[src/rtl/pool_pkg.sv]
// rtl/pool_pkg.sv - shared FP16 pooling constants, state encoding and ordering helpers
package pool_pkg;

   localparam int DW       = 16;
   localparam int NUM_ELEM = 9;

   localparam logic [DW-1:0] FP16_QNAN = 16'h7E00;

   typedef enum logic [1:0] {
      IDLE  = 2'd0,
      CMP   = 2'd1,
      WRITE = 2'd2,
      DONE  = 2'd3
   } pool_state_t;

   // Maps sign-magnitude FP16 onto an unsigned total order: -inf lowest, -0 just below +0.
   function automatic logic [DW-1:0] fp16_key(input logic [DW-1:0] x);
      return x[DW-1] ? ~x : (x ^ 16'h8000);
   endfunction

   function automatic logic fp16_isnan(input logic [DW-1:0] x);
      return (x[14:10] == 5'h1F) && (x[9:0] != 10'd0);
   endfunction

endpackage

[src/rtl/fp16_max2.sv]
// rtl/fp16_max2.sv - combinational two-input FP16 maximum with NaN detect
module fp16_max2
   import pool_pkg::*;
(
   input  logic [DW-1:0] a,
   input  logic [DW-1:0] b,
   output logic [DW-1:0] max,
   output logic          any_nan
);

   // Strictly greater, so equal keys keep operand a (the running accumulator).
   assign max     = (fp16_key(b) > fp16_key(a)) ? b : a;
   assign any_nan = fp16_isnan(a) | fp16_isnan(b);

endmodule

[src/rtl/max_pool_3x3.sv]
// rtl/max_pool_3x3.sv - reduces one captured 3x3 FP16 window to its maximum, one element per cycle
module max_pool_3x3
   import pool_pkg::*;
#(
   parameter int CNT_W = 16
) (
   input  logic                   clk,
   input  logic                   rst,
   input  logic                   pool_ready_3x3,
   input  logic [DW*NUM_ELEM-1:0] im_3x3,
   output logic                   pool_valid_3x3,
   input  logic                   out_full,
   output logic                   out_wr_en,
   output logic [DW-1:0]          out_data,
   output logic                   busy,
   output logic [CNT_W-1:0]       result_count
);

   pool_state_t            state_q;
   logic [DW*NUM_ELEM-1:0] buf_q;
   logic [DW-1:0]          acc_q;
   logic                   nan_q;
   logic [3:0]             idx_q;
   logic                   valid_q;
   logic                   wr_en_q;
   logic [DW-1:0]          data_q;
   logic                   busy_q;
   logic [CNT_W-1:0]       count_q;
   logic [CNT_W-1:0]       count_d;

   logic [DW-1:0] elems [NUM_ELEM];
   logic [DW-1:0] cur_elem;
   logic [DW-1:0] max_ab;
   logic          pair_nan;

   always_comb begin
      for (int k = 0; k < NUM_ELEM; k++) begin
         elems[k] = buf_q[(NUM_ELEM-1-k)*DW +: DW];
      end
   end

   assign cur_elem = elems[idx_q];
   assign count_d  = count_q + CNT_W'(1);

   fp16_max2 u_max2 (
      .a       (acc_q),
      .b       (cur_elem),
      .max     (max_ab),
      .any_nan (pair_nan)
   );

   always_ff @(posedge clk) begin
      if (rst) begin
         state_q <= IDLE;
         buf_q   <= '0;
         acc_q   <= '0;
         nan_q   <= 1'b0;
         idx_q   <= 4'd0;
         valid_q <= 1'b0;
         wr_en_q <= 1'b0;
         data_q  <= '0;
         busy_q  <= 1'b0;
         count_q <= '0;
      end else begin
         case (state_q)
            IDLE: begin
               wr_en_q <= 1'b0;
               if (pool_ready_3x3) begin
                  buf_q   <= im_3x3;
                  acc_q   <= im_3x3[DW*NUM_ELEM-1 -: DW];
                  nan_q   <= fp16_isnan(im_3x3[DW*NUM_ELEM-1 -: DW]);
                  idx_q   <= 4'd1;
                  busy_q  <= 1'b1;
                  state_q <= CMP;
               end
            end
            CMP: begin
               acc_q <= max_ab;
               nan_q <= nan_q | pair_nan;
               idx_q <= idx_q + 4'd1;
               if (idx_q == 4'(NUM_ELEM-1)) begin
                  state_q <= WRITE;
               end
            end
            WRITE: begin
               if (!out_full) begin
                  wr_en_q <= 1'b1;
                  data_q  <= nan_q ? FP16_QNAN : acc_q;
                  count_q <= count_d;
                  valid_q <= 1'b1;
                  state_q <= DONE;
               end
            end
            DONE: begin
               wr_en_q <= 1'b0;
               // Only a low ready re-arms IDLE, so a level-held ready cannot start a second window.
               if (!pool_ready_3x3) begin
                  valid_q <= 1'b0;
                  busy_q  <= 1'b0;
                  state_q <= IDLE;
               end
            end
            default: begin
               state_q <= IDLE;
               busy_q  <= 1'b0;
            end
         endcase
      end
   end

   assign pool_valid_3x3 = valid_q;
   assign out_wr_en      = wr_en_q;
   assign out_data       = data_q;
   assign busy           = busy_q;
   assign result_count   = count_q;

endmodule

[config.mk]
export PLATFORM = sky130hd
export DESIGN_NAME = max_pool_3x3
export DESIGN_NICKNAME = d
export VERILOG_FILES = /design/src/rtl/pool_pkg.sv /design/src/rtl/fp16_max2.sv /design/src/rtl/max_pool_3x3.sv
export SDC_FILE = /design/constraint.sdc
export NUM_CORES = 1
export LEC_CHECK = 0
export BUFFER_PORTS_ARGS = -buffer_cell sky130_fd_sc_hd__buf_2
export CAP_MARGIN = 40
export CORE_ASPECT_RATIO = 2
export CORE_UTILIZATION = 40
export CTS_CLUSTER_DIAMETER = 60
export DETAILED_ROUTE_END_ITERATION = 8
export PLACE_DENSITY = 0.67
export SLEW_MARGIN = 20
export SYNTH_ARGS = -nofsm -noshare
export SYNTH_HDL_FRONTEND = slang
export SYNTH_SLANG_ARGS = --single-unit
[constraint.sdc]
create_clock -name clk -period 5 [get_ports clk]
set_input_delay 0.25 -clock clk [delete_from_list [all_inputs] [get_ports clk]]
set_output_delay 0.25 -clock clk [all_outputs]
set_load 0.05 [all_outputs]
==> metrics.csv, run 1 <==
stage;metric;value;unit
sta;fin. max-slew vios;0;
power_and_ir_drop;VDD IR max;403.9;uV
sta;Max Clock Skew;0.01281;ns
worst_setup_path;worst path cell trace;mux4_2 > mux2i_1 > o21ai_2 > buf_8 > xor2_1 > ha_1 > a21o_1 > a21o_1 > a211o_1 > o211ai_2 > a21oi_2 > o41ai_4 > buf_4 > mux2_2;
run_status;status;complete, no violations;
floorplanning;die area;0.02436;mm^2
job;maxcap violations;0;
worst_setup_path;critical path class;reg -> reg;
logic_synthesis;Syn Area/Cell;8.362;um^2
worst_setup_path;CP peak stage delay;0.60;ns
cts;# Post-CTS Setup Buffers;0;
floorplanning;Core Footprint;0.02323;mm^2
sta;RSZ-0062 raised after global routing;false;
worst_hold_path;class of the worst hold path;in -> reg;
cts;clock slew at reported path FFs;0.07;ns
final_layout;final non-filler cell total;1654;
global_route;grt ovf;0;
sta;Hold Slack;0.01007;ns
worst_setup_path;Most common cell on crit path;a21o_1;
logic_synthesis;Post-synth top flop;dfxtp_1;
sta;final setup vio count;0;
detailed_routing;drt total wl;28380;um
cts;Resize count post-CTS;0;
sta;Slew @ Worst Pin;0.8144;ns
floorplanning;Die Y;219.8;um
worst_setup_path;Critical Path Source Type;flop;
logic_synthesis;Synth Cell Area;0.009483;mm^2
floorplanning;Rows;79;
detailed_routing;DRT iter0 DRCs;516;
logic_synthesis;number of synthesized flops with an enable pin;0;
sta;Hold Vio Cnt, Final;0;
cts;hold_buf cts;88;
final_layout;Final nets;1530;
final_layout;commonest non-fill, non-tap cell in the layout;nand2_1;
final_layout;most frequent cells in the layout;nand2_1, dfxtp_1, buf_2;
place;I/O Buffers;182;
power_and_ir_drop;pwr/cell area;484.2;mW/mm^2
final_layout;antenna cells;0;
cts;Num CTS Buffers;19;
detailed_routing;DRT antenna net count;0;
detailed_routing;vias;8603;
worst_setup_path;Worst setup EP type;flop;
final_layout;Multi-input gate area;0.005056;mm^2
power_and_ir_drop;P_leak;4.961;nW
logic_synthesis;Async S/R FF share, synth;0;
final_layout;area grow syn2layout;27.18;%
detailed_routing;drc violations;0;
logic_synthesis;#FFs+latches synth;202;
worst_hold_path;hold depth;3;
logic_synthesis;Mapped Nets;1305;
place;Place WS;0.9178;ns
detailed_routing;DR pass1 iterations;6;
sta;final worst-path setup slack;0.9275;ns
worst_setup_path;Reg2Reg Depth;14;
worst_setup_path;capturing point of the worst reg2reg path;acc_q[0];
final_layout;share of cells above drive strength 1;0.1999;
place;DP Wirelength;20140;um
logic_synthesis;Cells after Synth;1134;
floorplanning;Top-Level Pins;183;
detailed_routing;DR WL/cell;17.16;um
worst_setup_path;RR Startpoint;idx_q[1];
place;GP Congestion;0.9116;
worst_setup_path;CP max FO;16;
sta;Tcrit/Tclk final;0.8145;
sta;Tmin final;4.073;ns
cts;root cell of the clock tree;clkbuf_16;
floorplanning;Initial Utilization;0.4082;
worst_setup_path;WP data required;5.39;ns
sta;top achievable clock speed;0.2455;GHz
cts;clock buffer depth;3;
worst_setup_path;reg-to-reg slack, setup;0.93;ns
sta;setup_tns;0;ns
cts;TritonCTS clock tree;built;
global_route;largest net degree at the start of global routing;87;
final_layout;register area;0.004045;mm^2
cts;clock sink total;202;
worst_hold_path;hold_sp;im_3x3[113];
worst_hold_path;Worst Hold Path EP;buf_q[113];
worst_setup_path;CP Data Arrival Time;4.47;ns
cts;H-tree levels;1;
global_route;initial antenna violation count;0;
place;DP Cell Count;1533;
worst_setup_path;Critical-path top delay cell;dfxtp_1;
global_route;vias in the first global route;8420;
global_route;first-pass GRT wire length;44280;um
logic_synthesis;sequential fraction of the synthesis area;0.4264;
cts;clk_lat worst skew;0.51;ns
global_route;Global Route Usage Sum;0.2303;
sta;Relative slew margins;0.4534;
logic_synthesis;count of cell types in the netlist;52;
logic_synthesis;Ys Warns;0;
floorplanning;Die W;110.9;um
final_layout;fillcell total;2148;
detailed_routing;vias per std cell;5.201;
==> sequential cells by signal (all words and copies together), names as in the netlist <==
signal	count
nan_q	1
buf_q	144
state_q	2
out_data	16
out_wr_en	1
acc_q	16
busy	1
pool_valid_3x3	1
result_count	16
idx_q	4
==> metrics by stage <==
| stage | util | instance area, um^2 | power, mW |
|---|---|---|---|
| 2_1_floorplan | - | 9483 | 3.817 |
| 3_3_place_gp | 0.4524 | 10510 | 4.283 |
| 3_5_place_dp | 0.4551 | 10570 | 4.355 |
| 4_1_cts | 0.5192 | 12060 | 5.871 |
| 5_1_grt | 0.5192 | 12060 | 6.185 |
| 6_report | 0.5192 | 12060 | 5.839 |
==> cell usage after synthesis, drive strengths merged, types with 2 or more instances <==
cell type	count	area [um^2]
nand4	9	56.30
nor3	15	75.07
nor4	7	43.79
nor2b	19	118.9
nand3	7	35.03
clkbuf	58	217.7
o22ai	13	81.33
a21oi	165	829.6
mux2	39	473.0
dfxtp	202	4044
buf	25	145.1
nand2b	5	31.28
o21ai	12	63.81
and2	2	12.51
nand2	329	1235
nor2	59	221.5
mux2i	22	220.2
and3	3	18.77
xor2	25	219.0
or4	2	15.01
inv	8	30.03
nand3b	11	82.58
or3	2	12.51
o31ai	13	97.59
mux4	20	450.4
a211o	2	17.52
a21o	3	22.52
ha	23	287.8
xnor2	19	166.4
a211oi	3	22.52
==> critical path, delay by kind of cell (launching register included) <==
| kind | cells | cell delay [ns] |
|---|---|---|
| flops | 1 | 0.60 |
| fa+ha+maj | 1 | 0.33 |
| mux | 3 | 1.10 |
| xor+xnor | 1 | 0.16 |
| compound gates | 7 | 1.24 |
| buf+inv | 2 | 0.52 |
==> area by class of cell <==
cell class              instances  area share
inverters                       8    0.002490
multi-input cells             841      0.4192
clock inverters                 9    0.008715
clock buffers                  24     0.04181
flip-flops and latches        202      0.3354
repair buffers                287      0.1630
well taps                     283     0.02936
==> cells by family after synthesis <==
group / share of synthesized area
xor+xnor: 0.04064
fa+ha+maj: 0.03035
mux: 0.1206
flops: 0.4264
simple gates: 0.2108
buf+inv: 0.04143
compound gates: 0.1297
==> power breakdown <==
| group | internal [mW] | switching, mW | total [mW] |
|---|---|---|---|
| combinational | 0.969 | 1.32 | 2.29 |
| clock | 0.826 | 0.635 | 1.46 |
| sequential | 1.89 | 0.200 | 2.09 |
| total | 3.68 | 2.16 | 5.84 |
==> how the worst max path moves through the flow <==
stage	start	endpoint	slack [ns]	cells after the start
floorplan	idx_q[0]	acc_q[10]	1.08	15
global placement	idx_q[1]	acc_q[0]	0.93	13
detailed placement	idx_q[1]	acc_q[0]	0.92	14
CTS	idx_q[1]	acc_q[0]	0.92	14
global route	idx_q[1]	acc_q[0]	0.71	14
finish	idx_q[1]	acc_q[0]	0.93	14
==> layer usage <==
metal / wire length [um] / global-route usage
met1: 10520 / 0.2478
met4: 1899 / 0.1636
met3: 1014 / 0.02090
met5: 0 / 0
met2: 14950 / 0.4211
Power figures use the tool's default switching activity.
==> run 2: changes to the inputs <==
==> constraint.sdc (replaced) <==
create_clock -name clk -period 3.9 [get_ports clk]
set_input_delay 0.195 -clock clk [delete_from_list [all_inputs] [get_ports clk]]
set_output_delay 0.195 -clock clk [all_outputs]
set_load 0.05 [all_outputs]
==> run 2 against run 1 <==
  * Via count is 4.0% higher
  * Global-route usage up 1.1 points
  * Non-clock buffer count grew 59
  * Setup slack lost 0.78 ns
  * Clock skew is 0.0039 ns lower
  * Sequential share of layout area is 1.7 points lower
  * Hold slack got worse by 0.0030 ns
  * Clock power rose by 32%
  * Register-to-register slack got worse by 0.78 ns
  * Die area unchanged
  * Total power increased by 32%
  * Critical endpoint unchanged
  * Largest cell class unchanged
==> metrics.csv, run 2 (synthesis gave the netlist of run 1 again) <==
stage;metric;value;unit;change
place;I/O Buffers;182;;unchanged
final_layout;share of cells above drive strength 1;0.2021;;+0.002244
detailed_routing;vias;8950;;+4.0%
sta;Hold Slack;0.007044;ns;-0.003023 ns
final_layout;register area;0.004046;mm^2;about the same
sta;final setup vio count;0;;unchanged
place;DP Wirelength;20670;um;+2.6%
detailed_routing;DRT iter0 DRCs;466;;-9.7%
worst_setup_path;Critical-path top delay cell;mux4_2;;
sta;Max Clock Skew;0.008879;ns;-0.003929 ns
sta;Tcrit/Tclk final;0.9613;;+0.1468
worst_setup_path;WP data required;4.29;ns;-1.10 ns
power_and_ir_drop;pwr/cell area;608.5;mW/mm^2;+26%
cts;clock buffer depth;3;;unchanged
final_layout;commonest non-fill, non-tap cell in the layout;nand2_1;;
final_layout;max FFs per register;144;;unchanged
floorplanning;die area;0.02436;mm^2;unchanged
place;DP Cell Count;1542;;+0.59%
global_route;initial antenna violation count;0;;unchanged
final_layout;Multi-input gate area;0.005072;mm^2;+0.32%
final_layout;area grow syn2layout;33.99;%;
floorplanning;Die W;110.9;um;unchanged
final_layout;fillcell total;2084;;-3.0%
cts;# Post-CTS Setup Buffers;0;;unchanged
cts;clock slew at reported path FFs;0.06;ns;about the same
sta;Hold Vio Cnt, Final;0;;unchanged
sta;Relative slew margins;0.5506;;+0.09718
floorplanning;Core Footprint;0.02323;mm^2;unchanged
worst_setup_path;CP Data Arrival Time;4.14;ns;-0.33 ns
run_status;status;complete, no violations;;
worst_hold_path;class of the worst hold path;in -> reg;;
detailed_routing;drt total wl;29650;um;+4.4%
global_route;Global Route Usage Sum;0.2413;;+0.01098
worst_setup_path;CP max FO;16;;unchanged
worst_setup_path;CP peak stage delay;0.56;ns;-0.04 ns
cts;root cell of the clock tree;clkbuf_16;;
floorplanning;Die Y;219.8;um;unchanged
final_layout;Largest Register;buf_q;;
cts;Num CTS Buffers;19;;unchanged
final_layout;most frequent cells in the layout;nand2_1, dfxtp_1, buf_2;;
final_layout;Final nets;1589;;+3.9%
detailed_routing;DR WL/cell;17.31;um;+0.85%
global_route;largest net degree at the start of global routing;103;;+18%
floorplanning;Top-Level Pins;183;;unchanged
floorplanning;Rows;79;;unchanged
worst_setup_path;Most common cell on crit path;o21ai_1;;
place;placed instance area;0.01066;mm^2;+0.81%
sta;Slew @ Worst Pin;0.6741;ns;-0.1403 ns
global_route;vias in the first global route;9052;;+7.5%
floorplanning;Initial Utilization;0.4082;;unchanged
place;GP Congestion;0.9402;;+3.1%
cts;clk_lat worst skew;0.51;ns;about the same
cts;TritonCTS clock tree;built;;
final_layout;final non-filler cell total;1713;;+3.6%
worst_setup_path;worst path cell trace;buf_4 > mux4_2 > mux2i_1 > o21ai_1 > xor2_1 > ha_1 > nor2b_1 > o21a_1 > o21ai_1 > a21oi_1 > o31a_1 > o41ai_4 > buf_12 > mux2_2;;
detailed_routing;DRT antenna net count;0;;unchanged
power_and_ir_drop;P_leak;5.242;nW;+5.7%
global_route;grt ovf;0;;unchanged
job;maxcap violations;0;;unchanged
detailed_routing;DR pass1 iterations;5;;-1
sta;top achievable clock speed;0.2667;GHz;+8.6%
worst_setup_path;Worst setup EP type;flop;;
sta;Tmin final;3.749;ns;-0.3233 ns
sta;fin. max-slew vios;0;;unchanged
cts;clock sink total;202;;unchanged
final_layout;fin area;0.01271;mm^2;+5.4%
detailed_routing;drc violations;0;;unchanged
final_layout;antenna cells;0;;unchanged
worst_setup_path;critical path class;reg -> reg;;
cts;H-tree levels;1;;unchanged
power_and_ir_drop;VDD IR max;416.6;uV;+3.2%
global_route;first-pass GRT wire length;46380;um;+4.7%
sta;setup_tns;0;ns;unchanged
worst_setup_path;Critical Path Source Type;flop;;
detailed_routing;vias per std cell;5.225;;+0.45%
sta;RSZ-0062 raised after global routing;false;;
run 2: cell types whose count changed in the layout (fill, tap and decap cells not counted), moves of 2 or more:
cell,change
buf_12,+3
clkbuf_1,-2
clkbuf_8,+3
clkinv_2,-2
buf_4,+7
dlygate4sd3_1,+49
run 2: cell type report:
cell class	instances	area share
inverter	8	0.002363
timing repair buffer	346	0.2019
tap	283	0.02787
clock buffer	25	0.04234
sequential	202	0.3185
multi-input combinational	841	0.3992
clock inverter	8	0.007878
run 2: worst max-delay path, delay by kind of cell (launching register included):
kind,cells,cell delay (ns)
AO/OA/AOI/OAI,6,1.17
XOR/XNOR,1,0.16
adder cells (fa/ha/maj),1,0.32
buffers and inverters,2,0.39
flip-flops,1,0.39
multiplexers,3,1.06
AND/OR/NAND/NOR,1,0.13
run 2: final timing paths:
kind              slack (ns)  cells after the start          end         from
setup reg to reg        0.15                     14     acc_q[0]     idx_q[1]
hold / removal         0.007                      3   buf_q[136]  im_3x3[136]
setup / recovery        0.15                     14     acc_q[0]     idx_q[1]
hold reg to reg         0.45                      2  out_data[5]  out_data[5]
run 2: metal layers:
metal	GRT usage	vias up	part of all wire
li1	-	4396	-
met1	0.2507	4140	0.37
met2	0.4350	283	0.51
met3	0.02585	131	0.037
met4	0.2013	0	0.087
met5	0	-	0
run 2: stage by stage:
stage	worst slack (ns)	power (mW)	utilization
CTS	0.02228	7.734	0.5452
finish	0.1508	7.732	0.5470
floorplan	0.05797	4.892	-
detailed placement	0.02288	5.705	0.4587
global route	0.01394	8.165	0.5470
global placement	0.1208	5.655	0.4575
run 2: report_power, final:
part	internal [mW]	total (mW)	switching, mW	leakage [nW]
registers	2.42	2.67	0.246	1.65
clock network	1.11	1.92	0.815	0.314
logic	1.37	3.14	1.77	3.27
total	4.90	7.73	2.83	5.24
run 2: repair_timing:
item / CTS / global route
endpoints found under the setup margin: 0 / 16
endpoints found under the hold margin: 137 / 0
hold buffers: 137 / 0
gates resized for setup: 0 / 5
==> run 3: changes to the inputs <==
==> constraint.sdc (replaced) <==
create_clock -name clk -period 4.25 [get_ports clk]
set_input_delay 0.2125 -clock clk [delete_from_list [all_inputs] [get_ports clk]]
set_output_delay 0.2125 -clock clk [all_outputs]
set_load 0.05 [all_outputs]
==> run 3 against run 2 <==
  * The flow now finishes with violations (hold timing)
  * Combinational power fell by 12%
  * First-iteration DRC count fell by 5.2%
  * Total power fell by 8.1%
  * Via count fell by 0.66%
  * Core utilization fell by 1.4 points
  * Cell count fell by 2.1%
  * Non-clock buffer count fell by 35
==> metrics.csv, run 3 (synthesis gave the netlist of run 1 again) <==
stage;metric;value;unit;change
run_status;status;finished, violations left;;
run_status;failing checks;hold timing;;
power_and_ir_drop;pwr/cell area;573.6;mW/mm^2;-5.7%
global_route;Global Route Usage Sum;0.2320;;-0.009307
worst_hold_path;Worst Hold Path EP;buf_q[42];;
sta;Slew @ Worst Pin;0.8677;ns;+0.1935 ns
final_layout;share of cells above drive strength 1;0.2016;;-0.0005197
floorplanning;Die Y;219.8;um;unchanged
cts;Num CTS Buffers;19;;unchanged
job;maxcap violations;0;;unchanged
worst_setup_path;WP data required;4.63;ns;+0.34 ns
worst_setup_path;CP Data Arrival Time;4.31;ns;+0.17 ns
detailed_routing;DR pass1 iterations;5;;unchanged
cts;clock sink total;202;;unchanged
detailed_routing;DRT iter0 DRCs;442;;-5.2%
worst_setup_path;reg-to-reg slack, setup;0.32;ns;+0.17 ns
global_route;grt ovf;0;;unchanged
place;GP Congestion;0.9397;;about the same
power_and_ir_drop;Pint;4.537;mW;-7.5%
final_layout;fillcell total;2107;;+1.1%
worst_setup_path;CP max FO;27;;+11
sta;Hold Vio Cnt, Final;1;;+1
global_route;vias in the first global route;8850;;-2.2%
final_layout;Largest Register;buf_q;;
place;DP Wirelength;20660;um;about the same
final_layout;antenna cells;0;;unchanged
detailed_routing;DRT antenna net count;0;;unchanged
worst_setup_path;Critical Path Source Type;flop;;
power_and_ir_drop;Sw Pwr;2.566;mW;-9.3%
floorplanning;Die W;110.9;um;unchanged
final_layout;max FFs per register;144;;unchanged
sta;Relative slew margins;0.4177;;-0.1329
worst_hold_path;class of the worst hold path;in -> reg;;
worst_setup_path;critical path class;reg -> reg;;
global_route;largest net degree at the start of global routing;122;;+18%
worst_setup_path;RR Startpoint;idx_q[0];;
worst_setup_path;capturing point of the worst reg2reg path;acc_q[1];;
detailed_routing;vias;8891;;-0.66%
global_route;initial antenna violation count;0;;unchanged
detailed_routing;drt total wl;28870;um;-2.6%
power_and_ir_drop;Gate power share;0.388;;-0.018
detailed_routing;drc violations;0;;unchanged
sta;RSZ-0062 raised after global routing;false;;
worst_setup_path;Worst setup EP type;flop;;
sta;Tcrit/Tclk final;0.9255;;-0.03581
sta;setup_tns;0;ns;unchanged
cts;clock buffer depth;3;;unchanged
cts;TritonCTS clock tree;built;;
floorplanning;Core Footprint;0.02323;mm^2;unchanged
global_route;first-pass GRT wire length;44770;um;-3.5%
detailed_routing;DR WL/cell;17.21;um;-0.54%
final_layout;Final nets;1554;;-2.2%
sta;Tmin final;3.933;ns;+0.1843 ns
floorplanning;die area;0.02436;mm^2;unchanged
final_layout;most frequent cells in the layout;nand2_1, dfxtp_1, buf_2;;
worst_setup_path;Reg2Reg Depth;14;;unchanged
detailed_routing;vias per std cell;5.302;;+1.5%
power_and_ir_drop;switch share;0.3613;;-0.004597
worst_hold_path;hold depth;3;;unchanged
place;I/O Buffers;182;;unchanged
power_and_ir_drop;VDD IR max;312.2;uV;-25%
cts;clock slew at reported path FFs;0.06;ns;about the same
sta;final setup vio count;0;;unchanged
sta;top achievable clock speed;0.2542;GHz;-4.7%
final_layout;commonest non-fill, non-tap cell in the layout;nand2_1;;
cts;H-tree levels;1;;unchanged
floorplanning;Initial Utilization;0.4082;;unchanged
floorplanning;Top-Level Pins;183;;unchanged
cts;Resize count post-CTS;0;;unchanged
cts;clk_lat worst skew;0.51;ns;about the same
sta;Max Clock Skew;0.02063;ns;+0.01175 ns
power_and_ir_drop;sequential cell fraction of total power;0.346;;about the same
power_and_ir_drop;clock network power share;0.266;;+0.017
cts;root cell of the clock tree;clkbuf_16;;
power_and_ir_drop;Power Total;7.103;mW;-8.1%
sta;Hold Slack;-0.007695;ns;-0.01474 ns
power_and_ir_drop;P_leak;5.103;nW;-2.6%
sta;fin. max-slew vios;0;;unchanged
final_layout;area grow syn2layout;30.57;%;
worst_hold_path;hold_sp;im_3x3[42];;
floorplanning;Rows;79;;unchanged
==> run 3: cell count changes in the layout (fill, tap and decap cells not counted), moves of 2 or more <==
cell           delta
dlygate4sd3_1    -30
clkinv_2          -3
bufinv_16         +2
buf_12            -3
buf_4             -2
==> run 3: metrics by stage <==
| step | instances | worst slack (ns) | instance area, um^2 | util |
|---|---|---|---|---|
| 3_5_place_dp | 1536 | 0.3414 | 10570 | 0.4552 |
| 2_1_floorplan | 1134 | 0.3321 | 9483 | - |
| 4_1_cts | 1673 | 0.3322 | 12310 | 0.5301 |
| 6_report | 1677 | 0.3165 | 12380 | 0.5330 |
| 3_3_place_gp | 1535 | 0.3966 | 10550 | 0.4540 |
| 5_1_grt | 1677 | 0.1079 | 12380 | 0.5330 |
==> run 3: critical path, cell delays in order (launching register included) <==
cell and delay [ns]:
dfxtp_2 0.39, buf_4 0.35, mux2_1 0.37, o22ai_1 0.26
o31ai_1 0.17, xor2_1 0.16, ha_1 0.34, a21o_1 0.17
a21o_1 0.17, a211o_1 0.29, o211ai_2 0.08, a21oi_2 0.09
o41ai_4 0.27, buf_4 0.32, mux2_2 0.36
==> run 3: metal layers <==
layer	wire length (um)	part of all wire	global-route usage
met4	2153	0.075	0.1698
met1	10400	0.36	0.2390
met3	1087	0.038	0.02420
met5	0	0	0
met2	15230	0.53	0.4321
==> run 3: worst max-delay path by stage <==
stage | from | cells past startpoint | to | slack, ns
after floorplan | idx_q[0] | 15 | acc_q[10] | 0.33
after global placement | idx_q[0] | 14 | acc_q[2] | 0.40
after detailed placement | idx_q[0] | 14 | acc_q[2] | 0.34
after CTS | idx_q[1] | 14 | acc_q[1] | 0.33
after global routing | idx_q[1] | 14 | acc_q[1] | 0.11
final | idx_q[0] | 14 | acc_q[1] | 0.32
==> run 3: cell type report <==
type	count	area, um^2	area share
clock buffer	24	534.3	0.04315
sequential	202	4045	0.3267
inverter	8	30.03	0.002425
timing repair buffer	311	2206	0.1782
clock inverter	8	156.4	0.01263
tap	283	354.1	0.02860
multi-input combinational	841	5056	0.4083
==> run 3: what timing repair did <==
action | CTS | global route
endpoints found under the hold margin | 105 | 2
buffers inserted | 0 | 0
hold buffers | 105 | 2
==> run 3: power by group through the flow <==
stage          Sequential [mW]  Combinational, mW  Clock, mW
2_1_floorplan             2.47               2.02          0
3_3_place_gp              2.49               2.58          0
3_5_place_dp              2.50               2.65          0
4_1_cts                   2.46               2.73       1.91
5_1_grt                   2.49               3.04       1.98
6_report                  2.46               2.76       1.89
